$ cat config.mk
export PLATFORM = sky130hd
export DESIGN_NAME = bldc_commutator
export DESIGN_NICKNAME = d
export VERILOG_FILES = /design/src/rtl/bldc_commutator.sv
export SDC_FILE = /design/constraint.sdc
export NUM_CORES = 1
export LEC_CHECK = 0
export ABC_AREA = 1
export ABC_CLOCK_PERIOD_IN_PS = 3500
export BUFFER_PORTS_ARGS = -buffer_cell sky130_fd_sc_hd__buf_2
export CORE_ASPECT_RATIO = 1.5
export CORE_MARGIN = 2
export CORE_UTILIZATION = 53
export CTS_CLUSTER_DIAMETER = 100
export DETAILED_ROUTE_END_ITERATION = 12
export PLACE_DENSITY = 0.77
export SYNTH_ARGS = -nofsm -noshare
export SYNTH_HDL_FRONTEND = slang
export SYNTH_SLANG_ARGS = --single-unit
$ cat constraint.sdc
create_clock -name clock -period 3.5 [get_ports clock]
set_input_delay 0.175 -clock clock [delete_from_list [all_inputs] [get_ports clock]]
set_output_delay 0.175 -clock clock [all_outputs]
set_load 0.05 [all_outputs]
$ cat src/rtl/bldc_commutator.sv
// rtl/bldc_commutator.sv - six-step BLDC commutator with hall filter, position count and stall latch
// Optional brake input and logic are compiled in with BLDC_BRAKE_EN.
module bldc_commutator #(
    parameter int DUTY_CYCLE_WIDTH = 9,
    parameter int FILTER_CYCLES    = 16,
    parameter int STALL_CYCLES     = 2000000
) (
    input  logic                        clock,
    input  logic                        reset,
    input  logic [2:0]                  hall,
    input  logic [DUTY_CYCLE_WIDTH-1:0] duty_cycle,
    input  logic                        direction,
`ifdef BLDC_BRAKE_EN
    input  logic                        brake,
`endif
    output logic [DUTY_CYCLE_WIDTH-1:0] duty_a,
    output logic [DUTY_CYCLE_WIDTH-1:0] duty_b,
    output logic [DUTY_CYCLE_WIDTH-1:0] duty_c,
    output logic                        high_z_a,
    output logic                        high_z_b,
    output logic                        high_z_c,
    output logic                        hall_fault,
    output logic                        stalled,
    output logic [15:0]                 hall_count
);

    localparam int            FW         = $clog2(FILTER_CYCLES + 1);
    localparam logic [FW-1:0] FILTER_MAX = FW'(FILTER_CYCLES);
    localparam int            SW         = $clog2(STALL_CYCLES + 1);
    localparam logic [SW-1:0] STALL_MAX  = SW'(STALL_CYCLES);

    logic [2:0]                  sync1, sync2, filt_last, acc_code;
    logic [FW-1:0]               filt_cnt, filt_cnt_next;
    logic                        filt_eq, accept, code_change, acc_valid;
    logic [DUTY_CYCLE_WIDTH-1:0] duty_r;
    logic                        dir_r;
`ifdef BLDC_BRAKE_EN
    logic                        brake_r;
`endif
    logic [SW-1:0]               stall_cnt;
    logic                        stall_clear;
    logic [2:0]                  prev_pos, new_pos, prev_fwd, prev_rev;
    logic                        valid_step, step_fwd, step_rev;
    logic [2:0]                  tbl_pwm, tbl_low, nxt_pwm, nxt_hz;

    // Position of a code along the forward sequence; 7 marks an invalid code.
    function automatic logic [2:0] seq_pos(input logic [2:0] code);
        case (code)
            3'b101:  seq_pos = 3'd0;
            3'b100:  seq_pos = 3'd1;
            3'b110:  seq_pos = 3'd2;
            3'b010:  seq_pos = 3'd3;
            3'b011:  seq_pos = 3'd4;
            3'b001:  seq_pos = 3'd5;
            default: seq_pos = 3'd7;
        endcase
    endfunction

    // Run-length filter: acceptance fires once, on the clock the run reaches FILTER_CYCLES.
    always_comb begin
        filt_eq = (sync2 == filt_last);
        if (!filt_eq)
            filt_cnt_next = FW'(1);
        else if (filt_cnt == FILTER_MAX)
            filt_cnt_next = FILTER_MAX;
        else
            filt_cnt_next = filt_cnt + FW'(1);
        accept      = (filt_cnt_next == FILTER_MAX) && (!filt_eq || (filt_cnt != FILTER_MAX));
        code_change = accept && (!acc_valid || (sync2 != acc_code));
    end

    always_comb begin
        prev_pos   = seq_pos(acc_code);
        new_pos    = seq_pos(sync2);
        prev_fwd   = (prev_pos == 3'd5) ? 3'd0 : prev_pos + 3'd1;
        prev_rev   = (prev_pos == 3'd0) ? 3'd5 : prev_pos - 3'd1;
        valid_step = code_change && acc_valid && (prev_pos != 3'd7) && (new_pos != 3'd7);
        step_fwd   = valid_step && (new_pos == prev_fwd);
        step_rev   = valid_step && (new_pos == prev_rev);
        stall_clear = (duty_r == '0) || code_change;
`ifdef BLDC_BRAKE_EN
        stall_clear = stall_clear || brake_r;
`endif
    end

    // One-hot phase masks, bit 0 = A; Z phase is whatever is neither PWM nor LOW.
    always_comb begin
        tbl_pwm = 3'b000;
        tbl_low = 3'b000;
        case (acc_code)
            3'b101:  begin tbl_pwm = 3'b001; tbl_low = 3'b010; end
            3'b100:  begin tbl_pwm = 3'b001; tbl_low = 3'b100; end
            3'b110:  begin tbl_pwm = 3'b010; tbl_low = 3'b100; end
            3'b010:  begin tbl_pwm = 3'b010; tbl_low = 3'b001; end
            3'b011:  begin tbl_pwm = 3'b100; tbl_low = 3'b001; end
            3'b001:  begin tbl_pwm = 3'b100; tbl_low = 3'b010; end
            default: begin tbl_pwm = 3'b000; tbl_low = 3'b000; end
        endcase
        nxt_pwm = 3'b000;
        nxt_hz  = 3'b111;
`ifdef BLDC_BRAKE_EN
        if (brake_r)
            nxt_hz = 3'b000;
        else
`endif
        if (!acc_valid || hall_fault || stalled || (duty_r == '0)) begin
            nxt_pwm = 3'b000;
            nxt_hz  = 3'b111;
        end else begin
            nxt_pwm = dir_r ? tbl_low : tbl_pwm;
            nxt_hz  = ~(tbl_pwm | tbl_low);
        end
    end

    always_ff @(posedge clock or posedge reset) begin
        if (reset) begin
            sync1      <= 3'b000;
            sync2      <= 3'b000;
            filt_last  <= 3'b000;
            filt_cnt   <= '0;
            acc_code   <= 3'b000;
            acc_valid  <= 1'b0;
            hall_fault <= 1'b0;
            hall_count <= 16'd0;
            stall_cnt  <= '0;
            stalled    <= 1'b0;
            duty_r     <= '0;
            dir_r      <= 1'b0;
`ifdef BLDC_BRAKE_EN
            brake_r    <= 1'b0;
`endif
            duty_a     <= '0;
            duty_b     <= '0;
            duty_c     <= '0;
            high_z_a   <= 1'b1;
            high_z_b   <= 1'b1;
            high_z_c   <= 1'b1;
        end else begin
            sync1     <= hall;
            sync2     <= sync1;
            filt_last <= sync2;
            filt_cnt  <= filt_cnt_next;
            if (accept) begin
                acc_code   <= sync2;
                acc_valid  <= 1'b1;
                hall_fault <= (sync2 == 3'b000) || (sync2 == 3'b111);
            end
            if (step_fwd)
                hall_count <= hall_count + 16'd1;
            else if (step_rev)
                hall_count <= hall_count - 16'd1;
            if (stall_clear)
                stall_cnt <= '0;
            else if (stall_cnt != STALL_MAX)
                stall_cnt <= stall_cnt + SW'(1);
            // Only a zero-duty clock releases the latch; hall motion does not.
            if (duty_r == '0)
                stalled <= 1'b0;
            else if (stall_cnt == STALL_MAX)
                stalled <= 1'b1;
            duty_r <= duty_cycle;
            dir_r  <= direction;
`ifdef BLDC_BRAKE_EN
            brake_r <= brake;
`endif
            duty_a   <= nxt_pwm[0] ? duty_r : '0;
            duty_b   <= nxt_pwm[1] ? duty_r : '0;
            duty_c   <= nxt_pwm[2] ? duty_r : '0;
            high_z_a <= nxt_hz[0];
            high_z_b <= nxt_hz[1];
            high_z_c <= nxt_hz[2];
        end
    end

endmodule

==> flow_summary.ini <==
[setup_path]
path_buf_inv = 4
worst_path_most_repeated_cell = nand2_2
critPathKind = flip-flop to flip-flop
worstPathCellList = inv_2 -> ha_4 -> nand2_2 -> nand2_2 -> nor2_4 -> nand2_2 -> inv_2 -> nor2_2 -> ha_1 -> nand2_2 -> xnor2_2 -> nor2_4 -> nand2_8 -> buf_12 -> buf_4 -> ha_4 -> a21oi_1 -> nand2_2 -> nand2_1 -> nand2_2 -> a21oi_1 -> xor2_1 -> o21ai_2
worst_path_largest_cell_delay_ns = 0.44
endpoint_kind = flip-flop
crit_family = simple AND/OR/NAND/NOR gates
start_kind = flip-flop
cp.required_ns = 3.72
cp_max_fo = 8
arrival_ns = 3.73
crit_path_start = acc_code[1]$_DFFE_PP0P_
r2r-start = acc_code[1]$_DFFE_PP0P_
slowest_stage = dfrtp_1

[detailed_routing]
avgViaCountPerCell = 5.40
first_pass_iters = 5
ant_nets = 0
vias = 4253
wire_per_inst_um = 14.8
drt_iter0_markers = 217
drc = 0
totalWireLength_um = 11700

[logic_synthesis]
syn_area_per_cell_sq_um = 8.93
ys_warn_count = 0
ys_seq_area_share_pct = 47.8
yosysTopAreaCellShare_pct = 46.3
synth_top_cell_by_area = dfrtp_1
synth.area.top_cells = dfrtp_1 46%, nand2_1 7.2%, ha_1 5.7%, inv_1 4.9%, nor2_1 4.2%
syn_inst = 569
ys_types = 48
ys_ff_latch = 97
synth_fp_nets = 608
syn_area_sq_um = 5080

[timing]
holdWs_ns = 0.351
setup_ws_ns = -0.00325
slew_violations = 0
tightest_slew_ns = 0.870
slew_headroom_pct = 41.9
fmax_mhz = 285
tns_ns = -0.00325
period_share_pct = 100
rsz0062_at_grt = yes
finalSetupViolCount = 1
post-route-min-period_ns = 3.50
hold_viol = 0
fin_worst_skew_ns = 0.0127

[finish]
drive_above_1_share_pct = 32.4
utilization_pct = 69.1
final_common_cell = dfrtp_1
final_cell_mix = 93 x dfrtp_1, 89 x nand2_1, 64 x inv_1
diodes = 0
postLayoutCellArea_sq_um = 6430
area_delta_synth_final_pct = 26.6
fin_nets = 710

[clock_network]
clk_pin_slew_ns = 0.08
cts.sinks = 97
cts.path.max_buffers = 2
cts_made_buffers = 9
root_buffer = clkbuf_16
cts-htree-levels = 3
cts_tree = done
clock_latency_ns = 0.35

[floorplan]
core_area_sq_um = 9310
fp.dieArea_sq_um = 10400
die_h_um = 124
initial_core_util_pct = 54.6
fp.dieW_um = 83.9
io_pins = 63
rows = 43

[global_routing]
grt_max_degree = 52
grt_use_total_pct = 23.5
grt_pass1_wl_um = 19400
grt_remaining_overflow = 0
first_global_vias = 4283
antenna_found_initial = 0

[place]
portBuffers = 62
hpwl_um = 8010
post-place-ws_ns = -0.159
dpl_cell_area_sq_um = 5580
place_congestion = 0.914

[power_and_ir_drop]
power_density_nw_per_um2 = 379
leakage_uw = 0.00332
peakVddDrop_uv = 354

[min_path]
min_from = sync1[2]$_DFF_PP0_
hp-class = flip-flop to flip-flop

[run_status]
status = finished with violations
violations = negative setup slack

[job]
drv_cap = 0
==> logic make-up (layout without fill, tap and decap cells) <==
family          after synthesis  count (layout)  synth area share, %
mux                           1               1                0.222
flops                        97              97                 47.8
buf+inv                      87             194                 7.63
xor+xnor                     22              22                 4.09
compound gates               78              78                 9.46
fa+ha+maj                    24              24                 6.06
simple gates                260             260                 24.7
==> synth_stat cells, drive strengths merged <==
master / n
nor3: 18
inv: 77
a211oi: 2
nand2: 114
a21oi: 25
a21boi: 3
o211ai: 2
and3: 2
a31o: 2
or2: 5
mux2: 1
xnor2: 9
nand4: 13
dfrtp: 94
nor3b: 3
o21ai: 35
nand3b: 1
buf: 8
nor2: 62
nor4: 6
ha: 23
o22ai: 1
a31oi: 2
fa: 1
dfstp: 3
o21a: 1
a32oi: 1
xor2: 13
clkbuf: 2
nand3: 36
o21bai: 1
a21o: 3
==> sequential cells by signal (all words and copies together) (netlist names) <==
register    flops
high_z_c        1
acc_valid       1
sync1           3
duty_r          9
duty_a          9
filt_last       3
hall_count     16
high_z_b        1
duty_c          9
stall_cnt      21
high_z_a        1
dir_r           1
stalled         1
acc_code        3
hall_fault      1
sync2           3
duty_b          9
filt_cnt        5
==> path summary, 6_finish.rpt <==
kind	to	slack (ns)	cells past startpoint
worst max-delay path	hall_count[9]$_DFFE_PP0P_	-0.003	23
worst min-delay path	sync2[2]$_DFF_PP0_	0.35	0
worst max register to register	hall_count[9]$_DFFE_PP0P_	-0.003	23
worst min register to register	sync2[2]$_DFF_PP0_	0.35	0
max in group asynchronous	high_z_b$_DFF_PP1_	2.05	4
min in group asynchronous	hall_count[1]$_DFFE_PP0P_	0.52	3
==> power by group <==
part,internal (uW),total (uW),switching (uW)
clock,510,989,479
sequential,1170,1220,51.6
combinational,85.2,224,139
total,1770,2440,669
==> timing repair <==
item,CTS,global route
gates cloned,0,0
buffers inserted,5,3
hold endpoints to repair,16,0
setup endpoints to repair,8,10
gates resized for setup,25,43
pin swaps,8,16
hold buffers,14,0
==> area by class of cell <==
| class | count | area (sq um) |
|---|---|---|
| sequential | 97 | 2430 |
| inverter | 77 | 295 |
| fill | 685 | 2880 |
| timing repair buffer | 101 | 654 |
| multi-input combinational | 385 | 2600 |
| clock inverter | 7 | 85.1 |
| tap | 112 | 140 |
| clock buffer | 9 | 225 |
==> metrics by stage <==
| stage | power, uW | cells |
|---|---|---|
| after detailed placement | 1450 | 750 |
| after global placement | 1440 | 750 |
| final | 2440 | 788 |
| after CTS | 2450 | 785 |
| after floorplan | 1400 | 569 |
| after global routing | 2540 | 788 |
==> metal layers <==
metal,up-vias,share of wire (%),track usage [%]
met1,2029,38,26.2
met2,136,55,43.7
li1,2060,-,-
met3,28,4.6,4.71
met4,0,2.4,9.78
met5,-,0,0
No activity file was read; power rests on OpenSTA's default activity.
